## src/rtl/mem_issue_queue_pkg.sv

```systemverilog
// Shared types for the memory issue queue: dispatch payload, stored slot and issue bus.
// Register, ROB and store-number widths match the rest of the core.
package mem_issue_queue_pkg;

    localparam int REG_ADDR_W  = 6;
    localparam int ROB_IDX_W   = 4;
    localparam int STORE_NUM_W = 4;

    typedef logic [REG_ADDR_W-1:0] reg_addr_t;

    typedef enum logic [3:0] {
        OP_LB  = 4'd0,
        OP_LH  = 4'd1,
        OP_LW  = 4'd2,
        OP_LBU = 4'd3,
        OP_LHU = 4'd4,
        OP_SB  = 4'd5,
        OP_SH  = 4'd6,
        OP_SW  = 4'd7
    } operation_t;

    typedef struct packed {
        operation_t             operation;
        logic [31:0]            imm;
        reg_addr_t              phy_src1;
        reg_addr_t              phy_src2;
        logic                   src1_ready;
        logic                   src2_ready;
        reg_addr_t              phy_dest;
        logic [ROB_IDX_W-1:0]   rob_entry_num;
        logic [STORE_NUM_W-1:0] store_num;
        logic                   pre_store;
    } mem_iq_entry_t;

    // Stored form of an entry; readiness lives in separate per-entry bits.
    typedef struct packed {
        operation_t             operation;
        logic [31:0]            imm;
        reg_addr_t              phy_src1;
        reg_addr_t              phy_src2;
        reg_addr_t              phy_dest;
        logic [ROB_IDX_W-1:0]   rob_entry_num;
        logic [STORE_NUM_W-1:0] store_num;
        logic                   pre_store;
    } iq_slot_t;

    typedef struct packed {
        operation_t             operation;
        logic [31:0]            imm;
        logic [31:0]            src1_value;
        logic [31:0]            src2_value;
        reg_addr_t              phy_dest;
        logic [ROB_IDX_W-1:0]   rob_entry_num;
        logic [STORE_NUM_W-1:0] store_num;
        logic                   pre_store;
    } issue_to_execute_bus_t;

    function automatic iq_slot_t to_slot(input mem_iq_entry_t e);
        iq_slot_t s;
        s.operation     = e.operation;
        s.imm           = e.imm;
        s.phy_src1      = e.phy_src1;
        s.phy_src2      = e.phy_src2;
        s.phy_dest      = e.phy_dest;
        s.rob_entry_num = e.rob_entry_num;
        s.store_num     = e.store_num;
        s.pre_store     = e.pre_store;
        return s;
    endfunction

endpackage

```

## src/rtl/mem_issue_queue_wakeup_match.sv

```systemverilog
// Compares one source tag against every writeback wakeup port and reports a hit.
module mem_issue_queue_wakeup_match
    import mem_issue_queue_pkg::*;
#(
    parameter int WAKEUP_PORTS = 3
) (
    input  reg_addr_t                             tag,
    input  logic [WAKEUP_PORTS-1:0]               wakeup_valid,
    input  logic [WAKEUP_PORTS-1:0][REG_ADDR_W-1:0] wakeup_phy_dest,
    output logic                                  hit
);

    always_comb begin
        hit = 1'b0;
        for (int p = 0; p < WAKEUP_PORTS; p++) begin
            if (wakeup_valid[p] && (wakeup_phy_dest[p] == tag)) begin
                hit = 1'b1;
            end
        end
    end

endmodule

```

## src/rtl/mem_issue_queue.sv

```systemverilog
// In-order load/store issue queue: tracks source readiness via wakeups and
// offers the head op, with PRF operands attached, to the AGU.
module mem_issue_queue
    import mem_issue_queue_pkg::*;
#(
    parameter int DEPTH        = 8,
    parameter int WAKEUP_PORTS = 3
) (
    input  logic                                  clk,
    input  logic                                  reset,
    input  logic                                  flush,
    input  logic                                  dispatch_valid,
    output logic                                  dispatch_ready,
    input  mem_iq_entry_t                         dispatch_entry,
    input  logic [WAKEUP_PORTS-1:0]               wakeup_valid,
    input  logic [WAKEUP_PORTS-1:0][REG_ADDR_W-1:0] wakeup_phy_dest,
    output reg_addr_t                             rf_raddr1,
    output reg_addr_t                             rf_raddr2,
    input  logic [31:0]                           rf_rdata1,
    input  logic [31:0]                           rf_rdata2,
    output logic                                  issue_to_agu_valid,
    input  logic                                  agu_allowin,
    output issue_to_execute_bus_t                 issue_inst,
    output logic [$clog2(DEPTH):0]                iq_count
);

    localparam int PTR_W = $clog2(DEPTH);

    iq_slot_t         slots [DEPTH];
    logic [DEPTH-1:0] s1_rdy;
    logic [DEPTH-1:0] s2_rdy;
    logic [DEPTH-1:0] hit1;
    logic [DEPTH-1:0] hit2;
    logic [PTR_W-1:0] head;
    logic [PTR_W-1:0] tail;
    logic [PTR_W:0]   count;
    logic             disp_hit1;
    logic             disp_hit2;
    logic             disp_s1_rdy;
    logic             disp_s2_rdy;
    logic             do_dispatch;
    logic             do_pop;
    iq_slot_t         head_slot;

    for (genvar i = 0; i < DEPTH; i++) begin : g_entry
        mem_issue_queue_wakeup_match #(.WAKEUP_PORTS(WAKEUP_PORTS)) u_match1 (
            .tag             (slots[i].phy_src1),
            .wakeup_valid    (wakeup_valid),
            .wakeup_phy_dest (wakeup_phy_dest),
            .hit             (hit1[i])
        );
        mem_issue_queue_wakeup_match #(.WAKEUP_PORTS(WAKEUP_PORTS)) u_match2 (
            .tag             (slots[i].phy_src2),
            .wakeup_valid    (wakeup_valid),
            .wakeup_phy_dest (wakeup_phy_dest),
            .hit             (hit2[i])
        );
    end

    mem_issue_queue_wakeup_match #(.WAKEUP_PORTS(WAKEUP_PORTS)) u_disp_match1 (
        .tag             (dispatch_entry.phy_src1),
        .wakeup_valid    (wakeup_valid),
        .wakeup_phy_dest (wakeup_phy_dest),
        .hit             (disp_hit1)
    );
    mem_issue_queue_wakeup_match #(.WAKEUP_PORTS(WAKEUP_PORTS)) u_disp_match2 (
        .tag             (dispatch_entry.phy_src2),
        .wakeup_valid    (wakeup_valid),
        .wakeup_phy_dest (wakeup_phy_dest),
        .hit             (disp_hit2)
    );

    // Physical register 0 is hardwired, so it never waits on a wakeup.
    assign disp_s1_rdy = dispatch_entry.src1_ready || disp_hit1 || (dispatch_entry.phy_src1 == '0);
    assign disp_s2_rdy = dispatch_entry.src2_ready || disp_hit2 || (dispatch_entry.phy_src2 == '0);

    assign head_slot          = slots[head];
    assign dispatch_ready     = (count != (PTR_W+1)'(DEPTH));
    assign issue_to_agu_valid = (count != '0) && s1_rdy[head] && s2_rdy[head];
    assign do_dispatch        = dispatch_valid && dispatch_ready;
    assign do_pop             = issue_to_agu_valid && agu_allowin;
    assign iq_count           = count;
    assign rf_raddr1          = head_slot.phy_src1;
    assign rf_raddr2          = head_slot.phy_src2;

    always_comb begin
        issue_inst.operation     = head_slot.operation;
        issue_inst.imm           = head_slot.imm;
        issue_inst.src1_value    = rf_rdata1;
        issue_inst.src2_value    = rf_rdata2;
        issue_inst.phy_dest      = head_slot.phy_dest;
        issue_inst.rob_entry_num = head_slot.rob_entry_num;
        issue_inst.store_num     = head_slot.store_num;
        issue_inst.pre_store     = head_slot.pre_store;
    end

    // Wakeups set ready bits first; a dispatch into the tail slot then overrides them.
    always_ff @(posedge clk) begin
        if (reset || flush) begin
            head   <= '0;
            tail   <= '0;
            count  <= '0;
            s1_rdy <= '0;
            s2_rdy <= '0;
        end else begin
            for (int i = 0; i < DEPTH; i++) begin
                if (hit1[i]) s1_rdy[i] <= 1'b1;
                if (hit2[i]) s2_rdy[i] <= 1'b1;
            end
            if (do_dispatch) begin
                slots[tail]  <= to_slot(dispatch_entry);
                s1_rdy[tail] <= disp_s1_rdy;
                s2_rdy[tail] <= disp_s2_rdy;
                tail         <= tail + 1'b1;
            end
            if (do_pop) begin
                head <= head + 1'b1;
            end
            count <= count + (PTR_W+1)'(do_dispatch) - (PTR_W+1)'(do_pop);
        end
    end

endmodule

```

## config.mk

```make
export PLATFORM = sky130hd
export DESIGN_NAME = mem_issue_queue
export DESIGN_NICKNAME = d
export VERILOG_FILES = /design/src/rtl/mem_issue_queue_pkg.sv /design/src/rtl/mem_issue_queue_wakeup_match.sv /design/src/rtl/mem_issue_queue.sv
export SDC_FILE = /design/constraint.sdc
export NUM_CORES = 1
export LEC_CHECK = 0
export ABC_CLOCK_PERIOD_IN_PS = 8800
export BUFFER_PORTS_ARGS = -buffer_cell sky130_fd_sc_hd__buf_4
export CAP_MARGIN = 20
export CORE_ASPECT_RATIO = 0.9
export CORE_UTILIZATION = 25
export DETAILED_ROUTE_END_ITERATION = 10
export PLACE_DENSITY = 0.4
export SLEW_MARGIN = 0
export SYNTH_ARGS = -nofsm -noshare
export SYNTH_HDL_FRONTEND = slang
export SYNTH_SLANG_ARGS = --single-unit
```

## constraint.sdc

```tcl
create_clock -name clk -period 8.8 [get_ports clk]
set_input_delay 0.88 -clock clk [delete_from_list [all_inputs] [get_ports clk]]
set_output_delay 0.88 -clock clk [all_outputs]
set_load 0.05 [all_outputs]
```

==> qor.csv <==
metric;value;unit
status;finished clean;
critPathMaxStageDelay;1.00;ns
ant_nets;0;
worst_ep_required_time;7.92;ns
synth_edf_count;504;
cts_tree;yes;
io_pins;288;
relSlewSlack;0.299;
grt_max_degree;56;
postCtsHoldBufs;0;
cts.path.max_buffers;3;
pwr-share-clk;0.458;
final_common_cell;edfxtp_1;
grt_pass1_vias;14500;
drt_iter0_drc;957;
hpwl;44.1;mm
cts_resized;0;
drc;0;
core-area;0.0985;mm²
io_buffers;159;
worst_path_most_repeated_cell;buf_4;
path_class;flop to output port;
cap_violations;0;
dp.cells;2812;
gr-total-overflow;0;
startpoint_type;flop;
syn_area;0.0249;mm²
setup-tns-final;0;ns
setup_viol;0;
fmax;0.231;GHz
combinationalPowerShare;0.055;
power.internal;4.42;mW
fill_cells;9809;
p_seq_frac;0.487;
rows;109;
post-route-period-util;0.491;
cp_max_fo;41;
ys_warn_count;0;
synth_nets;1614;
critPathCaptureType;output port;
drive_gt1_frac;0.303;
place_area;0.0270;mm²
area_growth_syn_to_layout;16.9;%
tightest_slew;1.05;ns
final_cell_mix;edfxtp_1 (504), xnor2_1 (189), buf_4 (180), xor2_1 (140), mux4_2 (128);
rr_worst_depth;9;
grt_usage;0.147;
post-route-util;0.296;
dr_total_vias;13400;
synth-seq-cells;533;
synthCells;1451;
hp-class;primary input to flop;
total_leakage_power;9.10;nW
worstPathCellList;buf_4, mux4_2, mux2_4, buf_4;
finish.instance_area;0.0291;mm²
final_net_count;1711;
synthFlopType;edfxtp_1;
crit_slowest_cell;dfxtp_4;
p_per_area;197;mW/mm²
initial_core_util;0.253;
rrSetupSlack;5.45;ns
vias_per_cell;4.57;
gp_congestion;0.758;
path_clk_slew;0.06;ns
switching_share;0.231;
fin_skew;0.0523;ns
grt_pass1_wl;106;mm
cts_setup_buffers;0;
ys_types;43;
hold_violations;0;
numCtsBuffers;66;
chipHeight;302;µm
syn_avg_cell_area;17.2;µm²
regToRegStartpoint;iq_count[2];
cts_max_level;3;
dieArea;0.101;mm²
r2r_end;slots[6][30];
cts.sinks;533;
cp.arrival;3.44;ns
ys_seq_area_frac;0.631;
ir_drop;0.000136;V
cts_root_buf;clkbuf_16;
layout_min_cycle_time;4.32;ns
n_antenna_cell;0;
worstSkewPairLatency;0.63;ns
critPathCapture;issue_inst[103];
switching_power;1.33;mW
dr.pass1.iters;5;
slew_viol_final;0;
fin_cells;2927;
wl_per_cell;25.4;µm
antenna_found_initial;4;
wl;74.4;mm
synthArstFlopShare;0;
die_width;335;µm
rsz0062_at_grt;no;
## worst max-delay path: cells and delay by family, from the launching register on
kind                   cells  cell delay [ns]
flip-flops                 1             1.00
buffers and inverters      2             0.89
multiplexers               2             0.88
## cell usage after synthesis, types with 5 or more instances
master | n | area (µm²)
a21oi_1 | 20 | 100
a31oi_1 | 12 | 75.1
buf_2 | 38 | 190
buf_4 | 82 | 616
buf_6 | 7 | 78.8
clkbuf_1 | 19 | 71.3
dfxtp_1 | 29 | 581
edfxtp_1 | 504 | 15100
ha_1 | 7 | 87.6
inv_1 | 5 | 18.8
mux2_2 | 23 | 259
mux2_4 | 40 | 601
mux2i_1 | 6 | 60.1
mux4_2 | 128 | 2880
nand2_1 | 16 | 60.1
nand3_1 | 9 | 45.0
nand4_1 | 54 | 338
nor2_1 | 12 | 45.0
nor3_1 | 8 | 40.0
nor4_1 | 36 | 225
o31ai_1 | 12 | 90.1
o41ai_1 | 18 | 158
xnor2_1 | 189 | 1660
xor2_1 | 140 | 1230
## kinds of logic (layout without fill, tap and decap cells)
family                     Yosys count  count (layout)  share of synthesized area
DFF                                533             533                      0.631
xor gates and xnor gates           329             329                      0.116
muxes                              197             197                      0.153
and+or+nand+nor                    158             158                     0.0373
buffers and inverters              156             300                     0.0399
AOI/OAI and AO/OA                   70              70                     0.0198
adders and majority gates            8               8                    0.00432
## flip-flops by register name, indices dropped and copies added (netlist names), named ones only
name and flops:
slots 504, s1_rdy 8, s2_rdy 8, iq_count 4, head 3, tail 3
## through the flow
stage               hold slack (ns)  worst slack (ns)  power (mW)
CTS                           0.432              4.30        5.83
finish                        0.480              4.48        5.75
global route                  0.446              4.18        5.93
floorplan                     0.476             0.722        3.11
global placement              0.495              4.95        3.16
detailed placement            0.516              4.97        3.17
## worst min path at each step
| stage | from | end | slack, ns | cells past startpoint |
|---|---|---|---|---|
| 6_report | dispatch_entry[55] | slots[1][53] | 0.48 | 1 |
| 5_1_grt | dispatch_entry[58] | slots[2][56] | 0.45 | 1 |
| 4_1_cts | dispatch_entry[0] | slots[2][0] | 0.43 | 1 |
| 3_5_place_dp | head[2] | head[2] | 0.52 | 2 |
| 3_3_place_gp | head[2] | head[2] | 0.50 | 2 |
| 2_1_floorplan | head[2] | flop | 0.48 | 2 |
## power by group through the flow
stage,clock [mW],sequential (mW),combinational (mW)
global placement,0,2.85,0.314
CTS,2.71,2.80,0.319
global route,2.80,2.80,0.338
finish,2.63,2.80,0.315
detailed placement,0,2.85,0.318
floorplan,0,2.85,0.259
## metal layers
layer	GRT usage	vias up	routed length (µm)
li1	-	5786	-
met1	0.200	7091	34100
met2	0.231	363	34200
met3	0.0356	130	4120
met4	0.0446	8	1910
met5	0	-	54
## final cells by class
class	instances	area [µm²]	area share
multi-input combinational	762	8250	0.283
clock inverter	33	374	0.0128
sequential	533	15700	0.540
clock buffer	82	1740	0.0598
inverter	5	18.8	0.000644
timing repair buffer	180	1350	0.0464
tap	1332	1670	0.0572
No activity file was read; power rests on OpenSTA's default activity.
